<file path="config.mk">
export PLATFORM = sky130hd
export DESIGN_NAME = rpc_cmd_responder
export DESIGN_NICKNAME = d
export VERILOG_FILES = /design/src/rtl/rpc_resp_pkg.sv /design/src/rtl/rpc_resp_rd_fifo.sv /design/src/rtl/rpc_cmd_responder.sv
export SDC_FILE = /design/constraint.sdc
export NUM_CORES = 1
export LEC_CHECK = 0
export ABC_AREA = 0
export CORE_AREA = 2 2 450 452
export DETAILED_ROUTE_END_ITERATION = 7
export DIE_AREA = 0 0 452 454
export PLACE_DENSITY = 0.3
export SYNTH_ARGS = -nofsm -noshare
export SYNTH_HDL_FRONTEND = slang
export SYNTH_SLANG_ARGS = --single-unit
export TNS_END_PERCENT = 30
</file>
<file path="constraint.sdc">
create_clock -name clk_i -period 38.8 [get_ports clk_i]
set_input_delay 5.82 -clock clk_i [delete_from_list [all_inputs] [get_ports clk_i]]
set_output_delay 5.82 -clock clk_i [all_outputs]
set_load 0.02 [all_outputs]
</file>
<file path="src/rtl/rpc_resp_pkg.sv">
// Shared types and constants for the RPC command responder.
// Optional page-crossing check is enabled by RPC_RESP_PAGE_CHECK_EN.
package rpc_resp_pkg;

  typedef enum logic [1:0] {
    IDLE,
    WRITE,
    READ
  } state_e;

  localparam int ReadFifoDepth  = 2;
  localparam int MemReadLatency = 1;

endpackage

</file>
<file path="src/rtl/rpc_resp_rd_fifo.sv">
// Two-entry read return FIFO of {last, data}.
// Fall-through when empty so a returning word is visible the same cycle.
module rpc_resp_rd_fifo
  import rpc_resp_pkg::*;
#(
  parameter int Width = 256
) (
  input  logic             clk_i,
  input  logic             rst_i,
  input  logic             push_i,
  input  logic [Width-1:0] push_data_i,
  input  logic             push_last_i,
  input  logic             pop_i,
  output logic             valid_o,
  output logic [Width-1:0] data_o,
  output logic             last_o,
  output logic [1:0]       count_o
);

  logic [Width:0] mem_q [ReadFifoDepth];
  logic           wr_ptr_q;
  logic           rd_ptr_q;
  logic [1:0]     cnt_q;
  logic           empty;
  logic           store;
  logic           drop;

  assign empty   = (cnt_q == 2'd0);
  // A word pushed and popped while empty bypasses storage.
  assign store   = push_i & ~(empty & pop_i);
  assign drop    = pop_i & ~empty;
  assign valid_o = ~empty | push_i;
  assign count_o = cnt_q;

  assign {last_o, data_o} = empty ?
    {push_last_i, push_data_i} : mem_q[rd_ptr_q];

  always_ff @(posedge clk_i) begin
    if (store) begin
      mem_q[wr_ptr_q] <= {push_last_i, push_data_i};
    end
  end

  always_ff @(posedge clk_i or posedge rst_i) begin
    if (rst_i) begin
      wr_ptr_q <= 1'b0;
      rd_ptr_q <= 1'b0;
      cnt_q    <= 2'd0;
    end else begin
      if (store) wr_ptr_q <= ~wr_ptr_q;
      if (drop)  rd_ptr_q <= ~rd_ptr_q;
      cnt_q <= cnt_q + {1'b0, store} - {1'b0, drop};
    end
  end

endmodule

</file>
<file path="src/rtl/rpc_cmd_responder.sv">
// Device-side command responder executing bursts on a fixed-latency SRAM.
// Define RPC_RESP_PAGE_CHECK_EN to enable the sticky page-crossing flag.
module rpc_cmd_responder
  import rpc_resp_pkg::*;
#(
  parameter int DramAddrWidth = 20,
  parameter int DramLenWidth  = 6,
  parameter int DramDataWidth = 256,
  parameter int MaskWidth     = 32,
  parameter int PageWords     = 64
) (
  input  logic                     clk_i,
  input  logic                     rst_i,
  input  logic                     cmd_valid_i,
  output logic                     cmd_ready_o,
  input  logic [DramAddrWidth-1:0] cmd_addr_i,
  input  logic [DramLenWidth-1:0]  cmd_len_i,
  input  logic                     cmd_is_write_i,
  input  logic [DramDataWidth-1:0] w_data_i,
  input  logic                     w_data_valid_i,
  output logic                     w_data_ready_o,
  input  logic [MaskWidth-1:0]     write_mask_i,
  output logic [DramDataWidth-1:0] r_data_o,
  output logic                     r_last_o,
  output logic                     r_data_valid_o,
  input  logic                     r_data_ready_i,
  output logic                     mem_req_o,
  output logic                     mem_we_o,
  output logic [DramAddrWidth-1:0] mem_addr_o,
  output logic [DramDataWidth-1:0] mem_wdata_o,
  output logic [MaskWidth-1:0]     mem_be_o,
  input  logic [DramDataWidth-1:0] mem_rdata_i,
  output logic                     page_err_o
);

  state_e                    state_q;
  state_e                    state_d;
  logic [DramAddrWidth-1:0]  addr_q;
  logic [DramLenWidth-1:0]   cnt_q;
  logic [MemReadLatency-1:0] infl_q;
  logic [MemReadLatency-1:0] infl_last_q;
  logic                      cmd_fire;
  logic                      wr_fire;
  logic                      rd_issue;
  logic                      last_beat;
  logic                      pop;
  logic [1:0]                fifo_cnt;
  logic [2:0]                rd_occ;

  assign cmd_fire  = cmd_valid_i & cmd_ready_o;
  assign last_beat = (cnt_q == '0);
  // Buffered plus in-flight words must never exceed the FIFO depth.
  assign rd_occ    = {1'b0, fifo_cnt} + 3'($countones(infl_q));

  always_ff @(posedge clk_i or posedge rst_i) begin
    if (rst_i) begin
      state_q     <= IDLE;
      addr_q      <= '0;
      cnt_q       <= '0;
      infl_q      <= '0;
      infl_last_q <= '0;
    end else begin
      state_q <= state_d;
      if (cmd_fire) begin
        addr_q <= cmd_addr_i;
        cnt_q  <= cmd_len_i;
      end else if (wr_fire || rd_issue) begin
        addr_q <= addr_q + 1'b1;
        cnt_q  <= cnt_q - 1'b1;
      end
      infl_q[0]      <= rd_issue;
      infl_last_q[0] <= rd_issue & last_beat;
      for (int i = 1; i < MemReadLatency; i++) begin
        infl_q[i]      <= infl_q[i-1];
        infl_last_q[i] <= infl_last_q[i-1];
      end
    end
  end

  always_comb begin
    state_d = state_q;
    unique case (state_q)
      IDLE: begin
        if (cmd_fire) state_d = cmd_is_write_i ? WRITE : READ;
      end
      WRITE: begin
        if (wr_fire && last_beat) state_d = IDLE;
      end
      READ: begin
        if (rd_issue && last_beat) state_d = IDLE;
      end
      default: state_d = IDLE;
    endcase
  end

  always_comb begin
    cmd_ready_o    = (state_q == IDLE);
    w_data_ready_o = (state_q == WRITE);
    wr_fire        = w_data_ready_o & w_data_valid_i;
    rd_issue       = (state_q == READ) &&
                     (rd_occ < 3'(ReadFifoDepth));
    mem_req_o      = wr_fire | rd_issue;
    mem_we_o       = wr_fire;
    mem_addr_o     = mem_req_o ? addr_q : '0;
    mem_wdata_o    = wr_fire ? w_data_i : '0;
    mem_be_o       = wr_fire ? ~write_mask_i : '0;
  end

  assign pop = r_data_valid_o & r_data_ready_i;

  rpc_resp_rd_fifo #(
    .Width(DramDataWidth)
  ) u_rd_fifo (
    .clk_i       (clk_i),
    .rst_i       (rst_i),
    .push_i      (infl_q[MemReadLatency-1]),
    .push_data_i (mem_rdata_i),
    .push_last_i (infl_last_q[MemReadLatency-1]),
    .pop_i       (pop),
    .valid_o     (r_data_valid_o),
    .data_o      (r_data_o),
    .last_o      (r_last_o),
    .count_o     (fifo_cnt)
  );

`ifdef RPC_RESP_PAGE_CHECK_EN
  localparam int PageBits = $clog2(PageWords);

  logic        page_err_q;
  logic [31:0] page_end;

  assign page_end = 32'(cmd_addr_i[PageBits-1:0]) + 32'(cmd_len_i);

  always_ff @(posedge clk_i or posedge rst_i) begin
    if (rst_i) begin
      page_err_q <= 1'b0;
    end else if (cmd_fire && page_end >= 32'(PageWords)) begin
      page_err_q <= 1'b1;
    end
  end

  assign page_err_o = page_err_q;
`else
  // Folds to constant 0 for any legal (power of two) PageWords.
  assign page_err_o = (PageWords < 1);
`endif

endmodule

</file>
==> implementation parameters <==
Parameter                              Value

Detailed routing
  First drt pass iteration count ... 4
  Detailed Route WL ... 189000 um
  DRT antenna net count ... 0
  Vias per inst ... ~3.4
  Detailed-route DRC error count ... 0
  Post-DR wirelength/cell ... 30.2 um
  1st-iter DRT viols ... 1196
  Total vias in the final route ... about 21000

Logic synthesis
  Synthesized area per cell ... ~13 sq um
  Top_reg_cell synth ... edfxtp_1
  Syn Std Cell Area ... 24400 sq um
  Number of nets produced by synthesis ... 2494
  Fraction of post-synthesis cell area in the top cell type by area ... between 60 and 70%
  Area contributors post-synth ... edfxtp_1, mux2i_1, and2_1
  Library cell with the highest instance count after synthesis ... edfxtp_1
  Number of standard cells after synthesis ... 1914
  Fraction of registers with async set/reset ... 6.20%
  Yosys cell types ... 42
  Number of synthesized register bits ... 548
  Portion of the post-synthesis area used by sequential elements ... approximately 67%
  Cell type contributing the most total cell area after synthesis ... edfxtp_1
  Top cell types by occurrence after synthesis ... edfxtp_1, nand2_1, and2_1
  Post-synth EDFFs ... 514
  YS warnings ... 0

Worst setup path
  Reg2Reg Setup Slack ... roughly 35 ns
  Combined buffer and inverter count along the critical path ... 5
  Critical path start-end classification ... in2out
  Critical path capture point type ... output port
  Largest incremental delay on the critical path ... 0.89 ns
  Peak fanout along the critical path ... about 140
  Series of cell instances along the critical path ... clkdlybuf4s50_1, nand2_2, inv_6, buf_4, buf_4, and2_1, clkdlybuf4s50_1
  Worst Reg-to-Reg Cells ... 8
  Required time worst endpoint ... 32.98 ns
  Worst reg2reg startpoint ... u_rd_fifo.count_o[1]$_DFF_PP0_
  R2R Path End ... u_rd_fifo.mem_q[0][85]$_DFFE_PP_
  CP Launch Type ... input pin
  Total number of cells along the worst setup path ... 7
  Slowest cell on the critical path ... buf_4
  Worst path arrival time ... 9.85 ns
  Crit path max-delay family ... buffers and inverters

Timing
  Setup slack after layout ... between 20 and 25 ns
  Min cycle time layout ... between 15 and 20 ns
  Highest achievable clock rate ... 63.8 MHz
  Total setup violations reported at the end of the flow ... 0
  Max-slew violation total from the final report ... 0
  Worst clock skew ... 0.0255 ns
  Share of the clock period used by the worst path ... 40.4%
  Unrepaired setup endpoints after global routing ... no
  Relative max-transition margin ... 24.3%
  Number of hold violations in the final report ... 0
  Measured slew at the worst slew-check pin ... 1.13 ns
  Setup TNS Final ... 0 ns

Cells and area
  Number of filler instances in the final layout ... 21900
  Storage cell area ... 16300 sq um
  Fraction of final layout cells sized beyond drive strength 1 ... 4.44%
  Final layout net count ... 3610
  Footprint of the multi-input gates ... 7630 sq um
  Area growth from synthesis to final layout ... 74.3%

Power and ir drop
  Power Dens Cells ... 70.6 nW/um^2
  Worst IR drop on VDD ... roughly 0.000050 V
  Total leakage power ... 14.0 nW
  Final total power ... 3.01 mW

Min path
  Number of instances on the worst hold path ... 0
  Path class of the lowest-slack min-delay path ... reg2reg
  Endpoint, Worst Hold ... u_rd_fifo.mem_q[0][256]$_DFFE_PP_
  Min-Delay Startpoint ... infl_last_q$_DFF_PP0_

Clock network
  Cts-stage hold buffer count ... 0
  Clock Tree Root ... clkbuf_16
  Count of clock tree sinks ... ~550
  Maximum buffer depth of the clock tree ... 3
  CTS tree ... done
  CTS H-tree lvls ... 3
  Clock Pin Slew Worst Setup and Hold Paths ... 0.06 ns
  Number of buffers inserted during clock tree synthesis ... 76
  Cells resized by post-CTS repair ... 0
  Clock Latency Late Sink ... between 0.7 and 0.8 ns
  Post-CTS Setup Inserts ... 0

Global route
  GR met1 Demand/Resource ... 11.8%
  Global-route congestion overflow total ... 0
  Number of antenna violations at the first check in global routing ... 154
  GR met3 Demand/Resource ... under 10%
  Highest-utilization routing layer at the global route stage ... met2
  Global-route wire length before repair ... 232000 um
  Pin count of the biggest net entering global routing ... 182
  Met2 routing resource usage after global routing ... a little over a third
  Total global routing track utilization ... 17.8%
  Number of global-route vias before repair ... 20600

Placed design
  Count of buffers inserted at the top-level ports ... 1145
  Half-perimeter wire length after detailed placement ... 155000 um
  Final GP Congestion ... approximately 0.95
  Setup Slack @ Placement ... 23.12 ns

Floorplan
  Area of the core ... 201000 sq um
  Total Die Area ... 205000 sq um
  Initial standard-cell utilization of the core ... 12.2%
  Count of boundary I/O pins ... ~1100
  Standard-cell row count ... 165
  Horizontal extent of the die ... around 450 um
  Overall die height ... roughly 450 um

Run
  Reported max-cap violation count ... 0

Run status
  Result of the run ... finished, final reports clean
==> through the flow <==
| stage | hold slack, ns | cells | cell area [sq um] | utilization (%) |
|---|---|---|---|---|
| floorplan | 0.442 | 1914 | 24400 | - |
| global placement | 0.482 | 5624 | 38900 | 19.4 |
| detailed placement | 0.474 | 5624 | 38900 | 19.4 |
| CTS | 0.489 | 5760 | 41300 | 20.6 |
| global route | 0.496 | 6243 | 42600 | 21.2 |
| finish | 0.487 | 6263 | 42600 | 21.2 |
==> registers in the layout (all words and copies together) (netlist names) <==
| signal | flops |
|---|---|
| u_rd_fifo.wr_ptr_q | 1 |
| infl_last_q | 1 |
| infl_q | 1 |
| state_q | 2 |
| u_rd_fifo.count_o | 2 |
| u_rd_fifo.mem_q | 514 |
| u_rd_fifo.rd_ptr_q | 1 |
| addr_q | 20 |
| cnt_q | 6 |
==> area by class of cell <==
class,count,area share [%]
inverters,8,0.0822
well taps,2672,7.85
diodes,503,2.95
clock buffers,95,4.63
multi-input cells,1231,17.9
clock inverters,41,0.987
repair buffers,1165,27.3
flip-flops and latches,548,38.2
==> worst max path at each step <==
stage                                      endpoint           start
floorplan           u_rd_fifo.mem_q[0][0]$_DFFE_PP_  r_data_ready_i
global placement                    mem_wdata_o[70]  w_data_valid_i
detailed placement                  mem_wdata_o[70]  w_data_valid_i
CTS                                 mem_wdata_o[70]  w_data_valid_i
global route                       mem_wdata_o[156]  w_data_valid_i
finish                             mem_wdata_o[156]  w_data_valid_i
==> power breakdown <==
part	switching, mW	total, mW	internal [mW]
clock network	0.291	0.683	0.391
registers	0.0471	0.810	0.763
logic	0.920	1.52	0.595
==> placed cells by master (no fill, tap or decap), types with 19 or more instances in the layout <==
cell / instances
diode_2: 503
and2_1: 275
clkbuf_16: 76
clkdlybuf4s50_1: 1145
dfrtp_1: 33
o21ai_0: 275
clkbuf_1: 19
edfxtp_1: 514
nor2_1: 44
nand2_1: 296
mux2i_1: 257
==> metal layers <==
| layer | vias to the layer above | wire (um) |
|---|---|---|
| li1 | 9640 | - |
| met1 | 9969 | 45200 |
| met2 | 977 | 109000 |
| met3 | 436 | 12800 |
| met4 | 14 | 21500 |
| met5 | - | 92 |
==> logic make-up (layout without fill, tap and decap cells) <==
logic type	after synthesis	in the layout	synth area share, %
adders and majority gates	4	4	0.205
xor gates and xnor gates	28	28	1.00
DFF	548	548	66.6
other	1	504	0.0153
AOI/OAI and AO/OA	288	288	6.03
and+or+nand+nor	653	653	13.4
buffers and inverters	135	1309	2.21
muxes	257	257	10.5
No activity file was read; power rests on OpenSTA's default activity.
